[src/rtl/uart_pkg.sv]
// Shared UART definitions: default bit period, frame width and the receiver state encoding.
package uart_pkg;
  localparam int BAUD_DIV_DEFAULT = 2604;  // 50 MHz / 19200
  localparam int DATA_BITS        = 8;

  typedef enum logic [1:0] {
    IDLE,
    START,
    DATA,
    STOP
  } rx_state_t;
endpackage

[src/rtl/uart_rx_if.sv]
// Byte-side handshake of the UART receiver plus the serial line it listens to.
interface uart_rx_if;
  import uart_pkg::*;

  logic                 RX;
  logic                 clr_rdy;
  logic [DATA_BITS-1:0] rx_data;
  logic                 rdy;
  logic                 frm_err;
  logic                 ovr_err;

  modport master (output RX, clr_rdy, input rx_data, rdy, frm_err, ovr_err);
  modport slave  (input RX, clr_rdy, output rx_data, rdy, frm_err, ovr_err);
endinterface

[src/rtl/uart_rx_sync.sv]
// Two-flop synchronizer for the asynchronous RX pin, plus a falling-edge detect on the clean copy.
module uart_rx_sync (
  input  logic clk,
  input  logic rst,
  input  logic RX,
  output logic rx_s,
  output logic fall
);
  logic meta_q, sync_q, rx_s_q;

  // Reset to 1 so the line looks idle and no false edge appears out of reset.
  always_ff @(posedge clk) begin
    if (rst) begin
      meta_q <= 1'b1;
      sync_q <= 1'b1;
      rx_s_q <= 1'b1;
    end else begin
      meta_q <= RX;
      sync_q <= meta_q;
      rx_s_q <= sync_q;
    end
  end

  assign rx_s = sync_q;
  assign fall = rx_s_q & ~sync_q;
endmodule

[src/rtl/uart_rx.sv]
// 8N1 UART receiver: mid-bit sampling from a falling-edge-aligned baud counter, rdy/clr_rdy
// handshake, framing and overrun flags.
module uart_rx
  import uart_pkg::*;
#(
  parameter int BAUD_DIV = BAUD_DIV_DEFAULT
) (
  input logic      clk,
  input logic      rst,
  uart_rx_if.slave bus
);
  localparam int HALF = BAUD_DIV / 2;
  localparam int CW   = $clog2(BAUD_DIV);

  typedef logic [CW-1:0] cnt_t;

  localparam cnt_t HALF_M1 = cnt_t'(HALF - 1);
  localparam cnt_t FULL_M1 = cnt_t'(BAUD_DIV - 1);

  logic                 rx_s, fall, tick;
  rx_state_t            state_q;
  cnt_t                 baud_q;
  logic [2:0]           bit_q;
  logic [DATA_BITS-1:0] shft_q, data_q;
  logic                 rdy_q, frm_q, ovr_q;

  uart_rx_sync u_sync (
    .clk  (clk),
    .rst  (rst),
    .RX   (bus.RX),
    .rx_s (rx_s),
    .fall (fall)
  );

  assign tick = (state_q != IDLE) && (baud_q == '0);

  always_ff @(posedge clk) begin
    if (rst) begin
      state_q <= IDLE;
      baud_q  <= '0;
      bit_q   <= '0;
      shft_q  <= '0;
      data_q  <= '0;
      rdy_q   <= 1'b0;
      frm_q   <= 1'b0;
      ovr_q   <= 1'b0;
    end else begin
      if (bus.clr_rdy) begin
        rdy_q <= 1'b0;
        ovr_q <= 1'b0;
      end
      if (state_q != IDLE) baud_q <= tick ? FULL_M1 : baud_q - 1'b1;

      case (state_q)
        IDLE: if (fall) begin
          state_q <= START;
          baud_q  <= HALF_M1;
        end
        // A start bit that is high again at its midpoint was a glitch; drop it quietly.
        START: if (tick) begin
          if (rx_s) begin
            state_q <= IDLE;
          end else begin
            state_q <= DATA;
            bit_q   <= '0;
          end
        end
        DATA: if (tick) begin
          shft_q <= {rx_s, shft_q[DATA_BITS-1:1]};
          bit_q  <= bit_q + 3'd1;
          if (bit_q == 3'd7) state_q <= STOP;
        end
        // Leave at mid-stop so a start bit right after the stop bit is still seen;
        // setting rdy here wins over a coincident clr_rdy.
        STOP: if (tick) begin
          data_q  <= shft_q;
          frm_q   <= ~rx_s;
          rdy_q   <= 1'b1;
          if (rdy_q && !bus.clr_rdy) ovr_q <= 1'b1;
          state_q <= IDLE;
        end
        default: state_q <= IDLE;
      endcase
    end
  end

  assign bus.rx_data = data_q;
  assign bus.rdy     = rdy_q;
  assign bus.frm_err = frm_q;
  assign bus.ovr_err = ovr_q;
endmodule

[src/flat_wrapper.sv]
// flat-port wrapper written by rule: the top's interface ports become plain ports
module uart_rx_flat import uart_pkg::*;
#(
  parameter int BAUD_DIV = BAUD_DIV_DEFAULT
)
  (clk, rst, bus_RX, bus_clr_rdy, bus_rx_data, bus_rdy, bus_frm_err, bus_ovr_err);
  uart_rx_if bus_i ();
  input logic clk;
  input logic rst;
  input wire logic [$bits(bus_i.RX)-1:0] bus_RX;
  input wire logic [$bits(bus_i.clr_rdy)-1:0] bus_clr_rdy;
  output wire logic [$bits(bus_i.rx_data)-1:0] bus_rx_data;
  output wire logic [$bits(bus_i.rdy)-1:0] bus_rdy;
  output wire logic [$bits(bus_i.frm_err)-1:0] bus_frm_err;
  output wire logic [$bits(bus_i.ovr_err)-1:0] bus_ovr_err;
  assign bus_i.RX = bus_RX;
  assign bus_i.clr_rdy = bus_clr_rdy;
  assign bus_rx_data = bus_i.rx_data;
  assign bus_rdy = bus_i.rdy;
  assign bus_frm_err = bus_i.frm_err;
  assign bus_ovr_err = bus_i.ovr_err;
  uart_rx #(.BAUD_DIV(BAUD_DIV)) u_core (.clk(clk), .rst(rst), .bus(bus_i));
endmodule
[config.mk]
export PLATFORM = sky130hd
export DESIGN_NAME = uart_rx_flat
export DESIGN_NICKNAME = d
export VERILOG_FILES = /design/src/rtl/uart_pkg.sv /design/src/rtl/uart_rx_if.sv /design/src/rtl/uart_rx_sync.sv /design/src/rtl/uart_rx.sv /design/src/flat_wrapper.sv
export SDC_FILE = /design/constraint.sdc
export NUM_CORES = 1
export LEC_CHECK = 0
export CAP_MARGIN = 5
export CORE_MARGIN = 10
export CORE_UTILIZATION = 40
export CTS_BUF_LIST = sky130_fd_sc_hd__clkbuf_4 sky130_fd_sc_hd__clkbuf_8 sky130_fd_sc_hd__clkbuf_16
export DETAILED_ROUTE_END_ITERATION = 8
export DONT_BUFFER_PORTS = 1
export GPL_ROUTABILITY_DRIVEN = 0
export REMOVE_ABC_BUFFERS = 1
export SLEW_MARGIN = 20
export SYNTH_ARGS = -nofsm -noshare
export SYNTH_HDL_FRONTEND = slang
export SYNTH_SLANG_ARGS = --single-unit
export TNS_END_PERCENT = 100
[constraint.sdc]
create_clock -name clk -period 4.7 [get_ports clk]
set_input_delay 0.235 -clock clk [delete_from_list [all_inputs] [get_ports clk]]
set_output_delay 0.235 -clock clk [all_outputs]
set_load 0.005 [all_outputs]
# ---- Word level (Yosys, flattened, before mapping)
# Cells that the tools add are included.
dict set report word_totals {
  rom_bits 0
  input_bits 4
  out_inout_bits 11
  n_memories 0
  mem_bits_rw 0
  latch_bits 0
  register_bits 39
}
dict set report op_classes {
  n_shift 0
  div 0
  n_eq_ne 10
  add_sub_neg 2
  order_cmp 0
  mux 22
  reduce_logical 11
  n_bitwise 2
  mul 0
}
# operator n
set op_table {}
lappend op_table {{12-bit two-way mux} 4}
lappend op_table {{12-bit zero test} 1}
lappend op_table {{2-bit two-way mux} 6}
lappend op_table {{12-bit by 1-bit subtractor with 12-bit output, second input constant} 1}
lappend op_table {{2-bit by 1-bit inequality test with 1-bit output, second input constant} 5}
lappend op_table {{3-bit two-way mux} 3}
lappend op_table {{2-bit case mux with 4 select lines} 1}
lappend op_table {{1-bit two-way mux} 7}
lappend op_table {{3-bit case mux with 2 select lines} 1}
lappend op_table {{5-bit AND reduction} 1}
lappend op_table {{2-bit == test, second input constant} 2}
lappend op_table {{2-bit AND reduction} 2}
lappend op_table {{4-bit AND reduction} 1}
lappend op_table {{2-bit nonzero test} 2}
lappend op_table {{3-bit by 1-bit adder with 3-bit output, second input constant} 1}
lappend op_table {{3-bit == test, second input constant} 1}
lappend op_table {{2-bit by 1-bit == test with 1-bit output, second input constant} 1}
lappend op_table {{1-bit logical AND} 2}
lappend op_table {{2-bit zero test} 1}
lappend op_table {{2-bit inequality test, second input constant} 1}
lappend op_table {{1-bit AND} 1}
lappend op_table {{1-bit zero test} 1}
lappend op_table {{1-bit NOT} 1}

# ---- Depth between registers and ports, before layout
dict set report depth {
  depth_word 6
  depth_mapped 7
  ltp_nobuf 6
}

# ---- By module
# From an unflattened synthesis, not the netlist that was laid out.
dict set report hier_totals {
  hier_cells 186
  hier_area_um2 1736.7
}
# mod n_inst cells_per_inst seq_area_each_um2 area_per_inst_um2
set by_module_without_submodules {}
lappend by_module_without_submodules {uart_rx 1 179 720.7 1651.6}
lappend by_module_without_submodules {uart_rx_sync 1 7 60.1 85.1}

# ---- Worst setup path after synthesis
# OpenSTA, ideal clock, no wires.
dict set report synth_path {
  path_kind {reg2reg}
  startpoint {register u_core.baud_q[7]}
  endpoint {register u_core.baud_q[9]}
  required_ps 4638
  setup_time_ps 62
  path_buffers 0
  setup_slack_ps 3171
  path_stages_with_launch 5
  period_less_slack_ps 1529
  arrival_time_ps 1467
  path_cell_list {dfxtp_1 > or4_4 > nor2_2 > or4b_1 > nand3_1}
}
dict set report synth_via {
  elab_chain_cells 6
}
# item line_no
set synth_lines {}
lappend synth_lines {{start, declared} uart_rx.sv:22} ;# cnt_t baud_q;
lappend synth_lines {{start signal, assigned} uart_rx.sv:52} ;# if (state_q != IDLE) baud_q <= tick ? FULL_M1 : baud_q - 1'b1;
lappend synth_lines {{parallel branches: the longest is 2 deep, another holds 12-bit by 1-bit subtractor with 12-bit output} -}
lappend synth_lines {{12-bit two-way mux * (2 in a row)} uart_rx.sv:52}
lappend synth_lines {{12-bit two-way mux} uart_rx.sv:55} ;# IDLE: if (fall) begin
lappend synth_lines {{12-bit two-way mux *} uart_rx.sv:54} ;# case (state_q)
# Every way passes the cells marked *.
# A chain may end at the register's enable or synchronous reset.

# ---- Worst setup path after layout
dict set report layout_path {
  startpoint {register u_core.state_q[0]}
  endpoint {register u_core.baud_q[11]}
}
dict set report layout_via {
  elab_chain_cells 6
}
# item line_no
set layout_lines {}
lappend layout_lines {{start, declared} uart_rx.sv:21} ;# rx_state_t state_q;
lappend layout_lines {{start signal, assigned} uart_rx.sv:39} ;# state_q <= IDLE;
lappend layout_lines {{start signal, assigned} uart_rx.sv:56} ;# state_q <= START;
lappend layout_lines {{start signal, assigned} uart_rx.sv:62} ;# state_q <= IDLE;
lappend layout_lines {{2-bit nonzero test} {uart_rx.sv:35, uart_rx.sv:52}}
lappend layout_lines {{1-bit logical AND} uart_rx.sv:35} ;# assign tick = (state_q != IDLE) && (baud_q == '0);
lappend layout_lines {{12-bit two-way mux (2 in a row)} uart_rx.sv:52}
lappend layout_lines {{12-bit two-way mux} uart_rx.sv:55}
lappend layout_lines {{12-bit two-way mux *} uart_rx.sv:54}
# Mark *: on every way between the ends. The rest lies on a longest branch, timed or not.

==> impl_metrics.tcl <==
set metrics [dict create \
    track_usage_pct 10.5 \
    worstPathRequired_ps 4920 \
    dr_wl_met3_um 329 \
    clock_latency_ps 300 \
    syn_to_final_growth_pct 8.53 \
    antenna_found_initial 0 \
    r2r_setup_slack_ps 2480 \
    drc 0 \
    fin_util_pct 46.0 \
    hold-path-cell-count 1 \
    fp.dieArea_sq_um 7360 \
    drive_gt1_share_pct 8.95 \
    num_rows 23 \
    die_height_um 85.8 \
    fmax_mhz 450 \
    ios 15 \
    hold_end "u_core.bus.ovr_err$_SDFF_PP0_" \
    clock-sinks 39 \
    routedWlPerCell_um 15.8 \
    ys_ff_latch 39 \
    die_x_um 85.8 \
    layout_min_cycle_time_ps 2220 \
    grt_pass1_wl_mm 6.40 \
    hold_violations 0 \
    rsz0062_at_grt "no" \
    synthesis.area_sq_um 1730 \
    rr_worst_depth 4 \
    final_cell_mix "39 x dfxtp_1, 19 x a21oi_1, 16 x nor2_1" \
    synth_cell_types 47 \
    vias 1410 \
    coreArea_sq_um 4090 \
    numCtsBuffers 5 \
    drtIter0Drc 170 \
    tightest_slew_ps 821 \
    setup_viol 0 \
    met2WireLength_mm 1.73 \
    grt_remaining_overflow 0 \
    hp-class "in -> reg" \
    p_per_area_nw_per_um2 645 \
    ant_nets 0 \
    htree_levels 2 \
    synth_cells 191 \
    root_buffer "clkbuf_8" \
    end_kind "flop" \
    grt_pass1_vias 1350 \
    dpl.hpwl_mm 2.44 \
    r2r-start "u_core.state_q[0]$_SDFFE_PP0P_" \
    ys_seq_area_share_pct 45.1 \
    drt_wl_total_mm 3.80 \
    cts_tree "built" \
    status "finished clean" \
    drt-pass1-iter-count 4 \
    final_common_cell "dfxtp_1" \
    highest_layer "met4" \
    portBuffers 0 \
    cp_data_arrival_time_ps 2450 \
    wl_met1_mm 1.67 \
    final_net_count 197 \
    viasPerCell 5.88 \
    hp-start "bus_clr_rdy" \
    path_clk_slew_ps 80 \
    yosysWarnings 0 \
    grt_max_degree 24 \
    syn_avg_cell_area_sq_um 9.06 \
    slew_viol_final 0 \
    clockBufferDepth 2 \
    critPathKind "reg -> reg" \
    start_util_pct 42.3 \
    fin_crit_sh_pct 47.3 \
    max_cap_violations 0 \
    static-leakage-power_uw 0.000705 \
    postCtsSetupBuffers 0 \
    ir_drop_uv 279 \
    fin_skew_ps 7.41 \
    num_antenna_cells 0 \
    finalSetupTns_ps 0 \
    critPathLaunchType "flop" \
    path_max_fanout 23 \
    max_slew_margin_pct 45.1 \
    r2r_end "u_core.baud_q[11]$_SDFF_PP0_" \
]
==> how the worst max path moves through the flow <==
stage | start | to | slack (ps) | cells after the start
floorplan | u_core.state_q[0]$_SDFFE_PP0P_ | u_core.baud_q[11]$_SDFF_PP0_ | 2960 | 4
global placement | u_core.state_q[0]$_SDFFE_PP0P_ | u_core.baud_q[11]$_SDFF_PP0_ | 2550 | 4
detailed placement | u_core.state_q[0]$_SDFFE_PP0P_ | u_core.baud_q[11]$_SDFF_PP0_ | 2540 | 4
CTS | u_core.state_q[0]$_SDFFE_PP0P_ | u_core.baud_q[11]$_SDFF_PP0_ | 2500 | 4
global route | u_core.state_q[0]$_SDFFE_PP0P_ | u_core.baud_q[11]$_SDFF_PP0_ | 2290 | 4
finish | u_core.state_q[0]$_SDFFE_PP0P_ | u_core.baud_q[11]$_SDFF_PP0_ | 2480 | 4
==> report_power, final <==
group          internal, uW  switching (uW)
Sequential              381            79.3
Clock                   172             118
Combinational           150             311
Total                   703             508
==> sequential cells by signal (all words and copies together), names as in the netlist, named ones only <==
name / flops
u_core.state_q: 1
u_core.u_sync.rx_s_q: 1
u_core.baud_q: 12
u_core.bus.rdy: 1
u_core.shft_q: 8
u_core.bus.frm_err: 1
u_core.bit_q: 3
u_core.u_sync.rx_s: 1
u_core.u_sync.meta_q: 1
u_core.bus.ovr_err: 1
u_core.bus.rx_data: 8
==> cell families (layout without fill, tap and decap cells) <==
kind of cell | Yosys count | in the layout | synth area share, %
AND/OR/NAND/NOR | 69 | 69 | 23.6
multiplexers | 8 | 8 | 4.63
buffers and inverters | 17 | 16 | 4.70
XOR/XNOR | 3 | 3 | 1.52
adder cells (fa/ha/maj) | 4 | 4 | 2.89
AO/OA/AOI/OAI | 51 | 51 | 17.6
flip-flops | 39 | 39 | 45.1
==> Yosys cell counts, drive strengths merged <==
| cell | n | area, sq um |
|---|---|---|
| a41oi | 1 | 8.76 |
| nor4 | 3 | 25.0 |
| ha | 4 | 50.1 |
| or2 | 5 | 31.3 |
| a211oi | 1 | 7.51 |
| o31ai | 2 | 15.0 |
| a31oi | 5 | 31.3 |
| a311oi | 3 | 32.5 |
| and3 | 1 | 6.26 |
| inv | 5 | 18.8 |
| nor3 | 7 | 35.0 |
| o311ai | 1 | 8.76 |
| xor2 | 1 | 8.76 |
| dfxtp | 39 | 781 |
| nor2 | 17 | 66.3 |
| a21o | 1 | 7.51 |
| a21oi | 19 | 95.1 |
| nand4b | 1 | 8.76 |
| nor4b | 2 | 23.8 |
| and4 | 1 | 8.76 |
| nand3b | 1 | 7.51 |
| and4bb | 1 | 12.5 |
| o22ai | 1 | 6.26 |
| nor2b | 2 | 12.5 |
| or3 | 2 | 12.5 |
| buf | 7 | 43.8 |
| or4b | 2 | 20.0 |
| clkbuf | 5 | 18.8 |
| nand3 | 5 | 25.0 |
| o21ai | 15 | 75.1 |
| xnor2 | 2 | 17.5 |
| mux2i | 8 | 80.1 |
| o211ai | 1 | 7.51 |
| nand4 | 10 | 62.6 |
| or4 | 2 | 18.8 |
| nand2 | 5 | 18.8 |
| nand2b | 2 | 12.5 |
| o31a | 1 | 8.76 |
==> metal layers <==
| layer | vias to the layer above | track usage [%] |
|---|---|---|
| met1 | 656 | 12.4 |
| met2 | 46 | 15.8 |
| met3 | 6 | 5.11 |
| met4 | 0 | 4.79 |
| met5 | - | 0 |
| li1 | 702 | - |
==> metrics by stage <==
step | hold slack, ps | power, uW | cell area [sq um] | cells | setup slack (ps)
finish | 9.21 | 1210 | 1880 | 240 | 2480
global route | 2.65 | 1300 | 1880 | 240 | 2290
CTS | 0.0500 | 1210 | 1870 | 239 | 2500
detailed placement | 311 | 913 | 1730 | 229 | 2540
global placement | 309 | 906 | 1730 | 229 | 2550
floorplan | 303 | 793 | 1670 | 179 | 2960
==> final cells by class <==
cell class                      instances  area [sq um]
Fill cell                             405          2210
Multi-Input combinational cell        135           868
Sequential cell                        39           781
Clock buffer                            6          82.6
Tap cell                               50          62.6
Clock inverter                          2          35.0
Timing Repair Buffer                    3          30.0
Inverter                                5          18.8
==> worst max-delay path: stages (launching register included) <==
cell      delay (ps)
dfxtp_1          850
or2_1            390
nand3b_1         270
or4_1            460
a31oi_1          170
==> repair_timing <==
action                                 in CTS  in global routing
endpoints found under the hold margin      21                  1
gates resized for setup                     0                  0
hold buffers                                2                  1
No activity file was read; power rests on OpenSTA's default activity.
